<file path="config.mk">
export PLATFORM = sky130hd
export DESIGN_NAME = mem_req_arb
export DESIGN_NICKNAME = d
export VERILOG_FILES = /design/src/rtl/mem_req_arb_pkg.sv /design/src/rtl/mem_req_arb_tag_fifo.sv /design/src/rtl/mem_req_arb.sv
export SDC_FILE = /design/constraint.sdc
export NUM_CORES = 1
export LEC_CHECK = 0
export ABC_AREA = 1
export CAP_MARGIN = 0
export CORE_MARGIN = 2
export CORE_UTILIZATION = 25
export CTS_CLUSTER_DIAMETER = 60
export DETAILED_ROUTE_END_ITERATION = 8
export PLACE_DENSITY = 0.62
export SLEW_MARGIN = 10
export SYNTH_ARGS = -nofsm -noshare
export SYNTH_HDL_FRONTEND = slang
export SYNTH_HIERARCHICAL = 1
export SYNTH_SLANG_ARGS = --single-unit
</file>
<file path="constraint.sdc">
create_clock -name clk -period 2.9 [get_ports clk]
set_input_delay 0.29 -clock clk [delete_from_list [all_inputs] [get_ports clk]]
set_output_delay 0.29 -clock clk [all_outputs]
set_load 0.005 [all_outputs]
</file>
<file path="src/rtl/mem_req_arb_pkg.sv">
// Shared memory-interface codes for the request arbiter: command encodings,
// address/data widths, response tag values and the arbiter's internal enums.
package mem_codes;

    localparam int ADDR_W = 22;
    localparam int DATA_W = 64;

    // Commands written into the memory controller's request FIFO.
    typedef enum logic [1:0] {
        CMD_NOOP    = 2'd0,
        CMD_REFRESH = 2'd1,
        CMD_READ    = 2'd2,
        CMD_WRITE   = 2'd3
    } mem_cmd_e;

    // Destination of an outstanding read, stored in the in-order tag FIFO.
    typedef enum logic {
        TAG_MC   = 1'b0,
        TAG_DISP = 1'b1
    } tag_e;

    // Most recent winner of the fwd/mc round-robin pair.
    typedef enum logic {
        LAST_FWD = 1'b0,
        LAST_MC  = 1'b1
    } last_rw_e;

    // Which requester (if any) owns the request FIFO this cycle.
    typedef enum logic [2:0] {
        GNT_NONE,
        GNT_REFRESH,
        GNT_DISP,
        GNT_FWD,
        GNT_MC
    } grant_e;

endpackage

</file>
<file path="src/rtl/mem_req_arb_tag_fifo.sv">
// tag_fifo: 1-bit wide, DEPTH deep synchronous FIFO holding the destination
// of each outstanding read in issue order. DEPTH must be a power of two >= 2.
module tag_fifo #(
    parameter int DEPTH = 16
) (
    input  logic                   clk,
    input  logic                   rst,
    input  logic                   push,
    input  logic                   push_tag,
    input  logic                   pop,
    output logic                   head_tag,
    output logic [$clog2(DEPTH):0] count,
    output logic                   full,
    output logic                   empty
);

    localparam int PTR_W = $clog2(DEPTH);
    localparam int CNT_W = PTR_W + 1;

    logic [DEPTH-1:0] tags;
    logic [PTR_W-1:0] wr_ptr;
    logic [PTR_W-1:0] rd_ptr;
    logic             do_push;
    logic             do_pop;

    assign full     = (count == CNT_W'(DEPTH));
    assign empty    = (count == '0);
    assign do_push  = push && !full;
    assign do_pop   = pop && !empty;
    assign head_tag = tags[rd_ptr];

    // Pointer and occupancy bookkeeping; a simultaneous push and pop leaves count unchanged.
    always_ff @(posedge clk) begin
        // NOTE: state registers use non-blocking (<=) so every flop samples pre-edge values.
        if (!rst) begin
            wr_ptr <= '0;
            rd_ptr <= '0;
            count  <= '0;
        end else begin
            if (do_push) wr_ptr <= wr_ptr + PTR_W'(1);
            if (do_pop)  rd_ptr <= rd_ptr + PTR_W'(1);
            case ({do_push, do_pop})
                2'b10:   count <= count + CNT_W'(1);
                2'b01:   count <= count - CNT_W'(1);
                default: count <= count;
            endcase
        end
    end

    // Tag storage, written at the tail on push.
    always_ff @(posedge clk) begin
        // NOTE: storage is deliberately not reset; only the pointers define valid entries.
        if (do_push) tags[wr_ptr] <= push_tag;
    end

endmodule

</file>
<file path="src/rtl/mem_req_arb.sv">
// mem_req_arb: merges framestore writes, motion-compensation reads, display
// reads and periodic refresh into the memory request FIFO, and routes read
// responses back to their issuing client using an in-order tag FIFO.
// Optional feature: define REFRESH_EN to build the refresh counter and give
// refresh top priority; without it CMD_REFRESH is never issued.
module mem_req_arb
    import mem_codes::*;
#(
    parameter int TAG_DEPTH      = 16,
    parameter int REFRESH_PERIOD = 1560
) (
    input  logic              clk,
    input  logic              rst,
    input  logic              fwd_valid,
    output logic              fwd_ready,
    input  logic [ADDR_W-1:0] fwd_addr,
    input  logic [DATA_W-1:0] fwd_dta,
    input  logic              mc_valid,
    output logic              mc_ready,
    input  logic [ADDR_W-1:0] mc_addr,
    input  logic              disp_valid,
    output logic              disp_ready,
    input  logic [ADDR_W-1:0] disp_addr,
    output logic [1:0]        mem_req_wr_cmd,
    output logic [ADDR_W-1:0] mem_req_wr_addr,
    output logic [DATA_W-1:0] mem_req_wr_dta,
    output logic              mem_req_wr_en,
    input  logic              mem_req_wr_almost_full,
    input  logic [DATA_W-1:0] mem_res_rd_dta,
    output logic              mem_res_rd_en,
    input  logic              mem_res_rd_valid,
    output logic [DATA_W-1:0] mc_res_dta,
    output logic              mc_res_valid,
    input  logic              mc_res_almost_full,
    output logic [DATA_W-1:0] disp_res_dta,
    output logic              disp_res_valid,
    input  logic              disp_res_almost_full,
    output logic              tag_error
);

    grant_e                      grant;
    last_rw_e                    last_rw;
    logic                        refresh_pending;
    logic                        tag_push;
    logic                        tag_push_val;
    logic                        tag_head;
    logic [$clog2(TAG_DEPTH):0]  tag_count;
    logic                        tag_full;
    logic                        tag_empty;

`ifdef REFRESH_EN
    localparam int RC_W = (REFRESH_PERIOD > 1) ? $clog2(REFRESH_PERIOD) : 1;

    logic [RC_W-1:0] refresh_cnt;
    logic            refresh_wrap;

    assign refresh_wrap = (refresh_cnt == RC_W'(REFRESH_PERIOD - 1));

    // Free-running refresh timer; a wrap while a refresh is still pending is absorbed.
    always_ff @(posedge clk) begin
        if (!rst) begin
            refresh_cnt     <= '0;
            refresh_pending <= 1'b0;
        end else begin
            refresh_cnt     <= refresh_wrap ? '0 : refresh_cnt + RC_W'(1);
            refresh_pending <= refresh_wrap || (refresh_pending && (grant != GNT_REFRESH));
        end
    end
`else
    // The period only matters when the refresh timer is built in.
    logic unused_refresh_period;
    assign unused_refresh_period = (REFRESH_PERIOD > 0);
    assign refresh_pending       = 1'b0;
`endif

    // Pick at most one requester: refresh, then disp, then fwd/mc round-robin.
    always_comb begin
        // NOTE: default assigned first so no path through this block can infer a latch.
        grant = GNT_NONE;
        if (rst && !mem_req_wr_almost_full) begin
            if (refresh_pending)
                grant = GNT_REFRESH;
            else if (disp_valid && !tag_full)
                grant = GNT_DISP;
            else if (fwd_valid && mc_valid && !tag_full)
                grant = (last_rw == LAST_MC) ? GNT_FWD : GNT_MC;
            else if (fwd_valid)
                grant = GNT_FWD;
            else if (mc_valid && !tag_full)
                grant = GNT_MC;
        end
    end

    assign fwd_ready    = (grant == GNT_FWD);
    assign mc_ready     = (grant == GNT_MC);
    assign disp_ready   = (grant == GNT_DISP);
    assign tag_push     = (grant == GNT_MC) || (grant == GNT_DISP);
    assign tag_push_val = (grant == GNT_DISP) ? TAG_DISP : TAG_MC;

    // Register the granted request toward the request FIFO and track the round-robin winner.
    always_ff @(posedge clk) begin
        if (!rst) begin
            mem_req_wr_cmd  <= CMD_NOOP;
            mem_req_wr_addr <= '0;
            mem_req_wr_dta  <= '0;
            mem_req_wr_en   <= 1'b0;
            last_rw         <= LAST_MC;
        end else begin
            mem_req_wr_en <= (grant != GNT_NONE);
            case (grant)
                GNT_REFRESH: begin
                    mem_req_wr_cmd  <= CMD_REFRESH;
                    mem_req_wr_addr <= '0;
                    mem_req_wr_dta  <= '0;
                end
                GNT_DISP: begin
                    mem_req_wr_cmd  <= CMD_READ;
                    mem_req_wr_addr <= disp_addr;
                    mem_req_wr_dta  <= '0;
                end
                GNT_FWD: begin
                    mem_req_wr_cmd  <= CMD_WRITE;
                    mem_req_wr_addr <= fwd_addr;
                    mem_req_wr_dta  <= fwd_dta;
                    last_rw         <= LAST_FWD;
                end
                GNT_MC: begin
                    mem_req_wr_cmd  <= CMD_READ;
                    mem_req_wr_addr <= mc_addr;
                    mem_req_wr_dta  <= '0;
                    last_rw         <= LAST_MC;
                end
                default: ;
            endcase
        end
    end

    tag_fifo #(
        .DEPTH    (TAG_DEPTH)
    ) u_tag_fifo (
        .clk      (clk),
        .rst      (rst),
        .push     (tag_push),
        .push_tag (tag_push_val),
        .pop      (mem_res_rd_valid),
        .head_tag (tag_head),
        .count    (tag_count),
        .full     (tag_full),
        .empty    (tag_empty)
    );

    // Pull responses while reads are outstanding and route each to its head-tag client.
    always_ff @(posedge clk) begin
        if (!rst) begin
            mem_res_rd_en  <= 1'b0;
            mc_res_valid   <= 1'b0;
            mc_res_dta     <= '0;
            disp_res_valid <= 1'b0;
            disp_res_dta   <= '0;
            tag_error      <= 1'b0;
        end else begin
            mem_res_rd_en  <= (tag_count != '0) &&
                              !((tag_head == TAG_DISP) ? disp_res_almost_full : mc_res_almost_full);
            mc_res_valid   <= 1'b0;
            disp_res_valid <= 1'b0;
            if (mem_res_rd_valid) begin
                if (tag_empty) begin
                    tag_error <= 1'b1;
                end else if (tag_head == TAG_DISP) begin
                    disp_res_valid <= 1'b1;
                    disp_res_dta   <= mem_res_rd_dta;
                end else begin
                    mc_res_valid <= 1'b1;
                    mc_res_dta   <= mem_res_rd_dta;
                end
            end
        end
    end

endmodule

</file>
-- Word-level counts from Yosys, hierarchy flattened
Index checks and enable logic that the tools add are counted.
- output and inout port bits: 224
- register bits: 251
- input bits: 203
- add/sub/neg operators: 4
- bitwise gates (word level): 4
- mux-type cells: 20
- reduce and logical (&&, ||, !) cells: 28
- $lt $le $gt $ge: 3
- equal/unequal tests: 7
- operator list (cell ; count):
    $pmux 64 s2 ; 1
    $pmux 22 s4 ; 1
    $mux 3 ; 6
    $bwmux 16 ; 1
    $lt 4x5->1 const B ; 2
    $pmux 5 s2 ; 1
    $logic_and 1x1->1 ; 9
    $add 4x1->4 const B ; 2
    $eq 3x2->1 const B ; 2
    $mux 1 ; 6
    $pmux 2 s3 ; 1
    $reduce_and 3->1 ; 2
    $reduce_bool 2->1 ; 3
    $reduce_bool 3->1 ; 2
    $reduce_or 3->1 ; 2
    $add 5x1->5 const B ; 1
    $eq 5x5->1 const B ; 1
    $logic_not 5->1 ; 1
    $reduce_bool 5->1 ; 1
    $sub 5x1->5 const B ; 1
    $bmux 1 s4 ; 1
    $demux 1 s4 ; 1
    $ge 4x1->1 const B ; 1
    $logic_not 1->1 ; 4
    other kinds (10) ; 13

-- Logic depth before layout (Yosys ltp)
- depth in word-level cells: 13
- mapped depth: 17
- gate-level depth less buffers: 17

-- By module
Netlist, hierarchy kept.
- modules (own cells, without submodules) (module ; instances ; area each (µm²) ; cells an instance):
    mem_req_arb ; 1 ; 8167.8 ; 1091
    tag_fifo ; 1 ; 1630.3 ; 199

-- Worst setup path after synthesis
OpenSTA, ideal clock, no wires.
- path kind: reg2reg
- start: reg u_tag_fifo.count[0]
- end: reg u_tag_fifo.count[4]
- slack: 0.339 ns
- cell stages (with the launch flop): 17
- buffers on the path: 0
- arrival time: 2.448 ns
- required time: 2.787 ns
- cell sequence: dfxtp_1 nor2_4 nand3_4 inv_1 inv_1 nand2_1 nor2_2 inv_2 nand2_1 nand2_4 ha_1 ha_1 or2_2 nand3_1 nand2_1 o21ai_1 inv_1
- cells in the longest elaborated chain, start to end: 13
- ends and longest elaborated chain (item ; RTL line ; source):
    start: declaration ; mem_req_arb_tag_fifo.sv:12 ; output logic [$clog2(DEPTH):0] count,
    start signal: assignment ; mem_req_arb_tag_fifo.sv:43 ; 2'b10: count <= count + CNT_W'(1);
    start signal: assignment ; mem_req_arb_tag_fifo.sv:44 ; 2'b01: count <= count - CNT_W'(1);
    start signal: assignment ; mem_req_arb_tag_fifo.sv:45 ; default: count <= count;
    $eq 5x5->1 (*) ; mem_req_arb_tag_fifo.sv:26 ; assign full = (count == CNT_W'(DEPTH));
    net tag_full ; mem_req_arb.sv:48 ; logic tag_full;
    $logic_not 1->1 (*) ; mem_req_arb.sv:83, mem_req_arb.sv:85, mem_req_arb.sv:89 ;
    $logic_and 1x1->1 ; mem_req_arb.sv:89 ; else if (mc_valid && !tag_full)
    $mux 3 ; mem_req_arb.sv:89 ;
    $mux 3 ; mem_req_arb.sv:87 ; else if (fwd_valid)
    $mux 3 ; mem_req_arb.sv:85 ; else if (fwd_valid && mc_valid && !tag_full)
    $mux 3 (*) ; mem_req_arb.sv:83 ; else if (disp_valid && !tag_full)
    $mux 3 (*) ; mem_req_arb.sv:80 ; if (rst && !mem_req_wr_almost_full) begin
    $eq 3x3->1 or $eq 3x2->1 (tied branches) ; mem_req_arb.sv:97 ; assign tag_push = (grant == GNT_MC) || (grant == GNT_DISP);
    $logic_or 1x1->1 (*) ; mem_req_arb.sv:97 ;
    net tag_push ; mem_req_arb.sv:44 ; logic tag_push;
    $logic_and 1x1->1 (*) ; mem_req_arb_tag_fifo.sv:28 ; assign do_push = push && !full;
    $eq 2x1->1 or $eq 2x2->1 (tied branches) ; mem_req_arb_tag_fifo.sv:42 ; case ({do_push, do_pop})
    $pmux 5 s2 or $reduce_bool 2->1 (tied branches) ; - ;
The timed path passes the listed nets; every way through them passes the cells marked *.
A chain may end at the register's enable or synchronous reset.

-- Worst setup path after layout
- start: reg u_tag_fifo.count[1]
- end: out fwd_ready
- cells in the longest elaborated chain, start to end: 9
- ends and longest elaborated chain (item ; RTL line ; source):
    $eq 5x5->1 (*) ; mem_req_arb_tag_fifo.sv:26 ;
    net tag_full ; mem_req_arb.sv:48 ;
    $logic_not 1->1 (*) ; mem_req_arb.sv:83, mem_req_arb.sv:85, mem_req_arb.sv:89 ;
    $logic_and 1x1->1 ; mem_req_arb.sv:89 ;
    $mux 3 ; mem_req_arb.sv:89 ;
    $mux 3 ; mem_req_arb.sv:87 ;
    $mux 3 ; mem_req_arb.sv:85 ;
    $mux 3 (*) ; mem_req_arb.sv:83 ;
    $mux 3 (*) ; mem_req_arb.sv:80 ;
    $eq 3x2->1 (*) ; mem_req_arb.sv:94 ; assign fwd_ready = (grant == GNT_FWD);
    end: declaration ; mem_req_arb.sv:15 ; output logic fwd_ready,
Marks and branches as above.

==> reports/results.ini <==
[synth]
ys_types = 32
synth-edff-count = 16
syn_area_per_cell_sq_um = 7.60
syn_area_sq_um = 9800
dominantRegCellSynth = dfxtp_1
yosys-top-cells-area = dfxtp_1 48%, nand2_1 10%, nor2_1 8.4%, a21oi_1 7.5%, o21ai_0 6.9%
synth-warning-count = 6
synthArstFlopShare = 0
synth_common_cells = 263 x nand2_1, 235 x dfxtp_1, 220 x nor2_1
synth_most_common_cell = nand2_1
synth_top_cell_by_area = dfxtp_1
synth_top_area_share = 0.480
synth_nets = 1503
ys_ff_latch = 251
ys_seq_area_frac = 0.529
syn-instance-count = 1290

[placed_design]
hpwlAfterDp_microns = 24200
port_buffers = 426
gp_congestion = 0.886
place_ws_ns = 0.220

[clock_tree]
cts_tree = built
hold_buffers = 0
clk_pin_slew_ns = 0.06
clock_latency_ns = 0.52
h-tree-depth = 2
cts.path.max_buffers = 3
root_buffer = clkbuf_16
cts_num_sinks = 251
numCtsBuffers = 34

[detailed_routing]
drt_iter0_markers = 356
dr.pass1.iters = 5
drc_errors = 0
wl_microns = 34400
ant_nets = 0
wire_per_inst_microns = 15.4
via_count = 9774
vias_per_cell = 4.36

[die]
die_y_microns = 202
design.portCount = 427
initial_core_util = 0.254
dieArea_sq_um = 40800
core_sq_um = 38600
die-width_microns = 202
rows = 72

[pwr]
vdd_drop_max_mv = 0.620
leakage_nw = 6.21
p_total_mw = 13.0
cellPowerDensity_nw_per_um2 = 821

[sta]
rsz0062_at_grt = no
fmax_ghz = 0.371
slew_headroom = 0.490
finalCriticalPeriod_ns = 2.70
min_period_over_period = 0.930
tns_ns = 0
final.setup_skew_ns = 0.0134
setup_viol = 0
maxSlewViolCount = 0
hold_violations = 0
tightest_slew_ns = 0.765
fin_ws_ns = 0.202

[global_route]
use_met2 = 0.282
grt_pass1_vias = 9774
grt_antenna_before_repair = 0
met3_usage = 0.0642
grt_util_met1 = 0.178
busiest_layer = met2
grt_max_degree = 78
grt_pass1_wl_microns = 53000
grt_usage = 0.163
grt_overflow = 0

[cells_and_area]
utilization = 0.409
drive_above_1_share = 0.0604
nNetsFinal = 1911
num_antenna_cells = 0
nFillCells = 3857
area_growth_pct = 61.4

[setup_path]
cp-start-kind = flop
critical_path_class = reg2out
cp.arrival_ns = 2.41
cp.required_ns = 2.61
cp_max_fo = 5
setup.worst_path.end_class = output pin

[outcome]
status = finished, final reports clean

[job]
cap_violations = 0

[worst_hold_path]
hp-class = in2reg

==> per-layer routing <==
layer	share of wire	up-vias
li1	-	4894
met1	0.40	4449
met2	0.47	378
met3	0.097	53
met4	0.029	0
met5	0	-
==> logic make-up after synthesis <==
family                   share of synthesized area
XOR/XNOR                                   0.00358
adder cells (fa/ha/maj)                     0.0135
AND/OR/NAND/NOR                              0.220
multiplexers                               0.00115
buffers and inverters                       0.0862
flip-flops                                   0.529
AO/OA/AOI/OAI                                0.146
==> through the flow <==
stage | area [sq um] | hold slack, ns | cells
CTS | 15800 | 0.285 | 2240
floorplan | 9800 | 0.410 | 1290
detailed placement | 14700 | 0.436 | 2180
global placement | 14700 | 0.433 | 2180
finish | 15800 | 0.325 | 2240
global route | 15800 | 0.315 | 2240
==> registers in the layout, indices dropped and copies added (netlist names) <==
name,cells
disp_res_dta,64
mc_res_dta,64
mem_req_wr_dta,64
mem_req_wr_addr,22
u_tag_fifo/tags,16
u_tag_fifo/count,5
u_tag_fifo/rd_ptr,4
u_tag_fifo/wr_ptr,4
mem_req_wr_cmd,2
disp_res_valid,1
last_rw,1
mc_res_valid,1
mem_req_wr_en,1
mem_res_rd_en,1
tag_error,1
==> power by group <==
| group | leakage (nW) | internal, mW | switching, mW |
|---|---|---|---|
| Clock | 0.563 | 2.62 | 1.62 |
| Combinational | 3.58 | 2.12 | 1.89 |
| Sequential | 2.07 | 4.28 | 0.456 |
| Total | 6.21 | 9.02 | 3.97 |
==> what timing repair did <==
action                                  4_1_cts  5_1_grt
gates cloned                                  0        0
endpoints found under the setup margin        1        1
setup buffers                                 0        0
resized for setup                             1        2
==> final timing paths <==
kind | slack (ns) | cells past startpoint | end | start
max | 0.20 | 8 | fwd_ready | u_tag_fifo/count[1]
min | 0.32 | 3 | mem_req_wr_dta[27] | fwd_dta[27]
max reg2reg | 0.23 | 16 | u_tag_fifo/count[4] | u_tag_fifo/count[1]
min reg2reg | 0.44 | 2 | disp_res_dta[7] | disp_res_dta[7]
==> worst max-delay path, cell delays in order (launching register included) <==
cell             delay, ns
dfxtp_1               0.37
nor2_4                0.17
nand3_4               0.11
inv_1                 0.07
inv_1                 0.05
nand2_1               0.13
nand3_1               0.14
nor2_4                0.27
clkdlybuf4s50_1       0.57
==> cell type report <==
| type | count | area, sq um | share of cell area |
|---|---|---|---|
| tap | 518 | 648 | 0.0410 |
| multi-input combinational | 834 | 3810 | 0.241 |
| inverter | 130 | 498 | 0.0315 |
| sequential | 251 | 5190 | 0.328 |
| timing repair buffer | 447 | 4520 | 0.286 |
| clock inverter | 14 | 154 | 0.00973 |
| clock buffer | 46 | 1000 | 0.0632 |
==> placed cells by master, fill, tap and decap left out, drive strengths merged <==
cell type,instances
a211oi,1
a21oi,147
buf,22
bufinv,2
clkbuf,46
clkdlybuf4s50,425
clkinv,8
clkinvlp,2
dfxtp,235
edfxtp,16
fa,1
ha,9
inv,132
mux2,1
nand2,271
nand3,27
nand4,11
nor2,223
nor3,1
o211ai,1
o21ai,136
or2,1
xor2,4
Power figures use the tool's default switching activity.
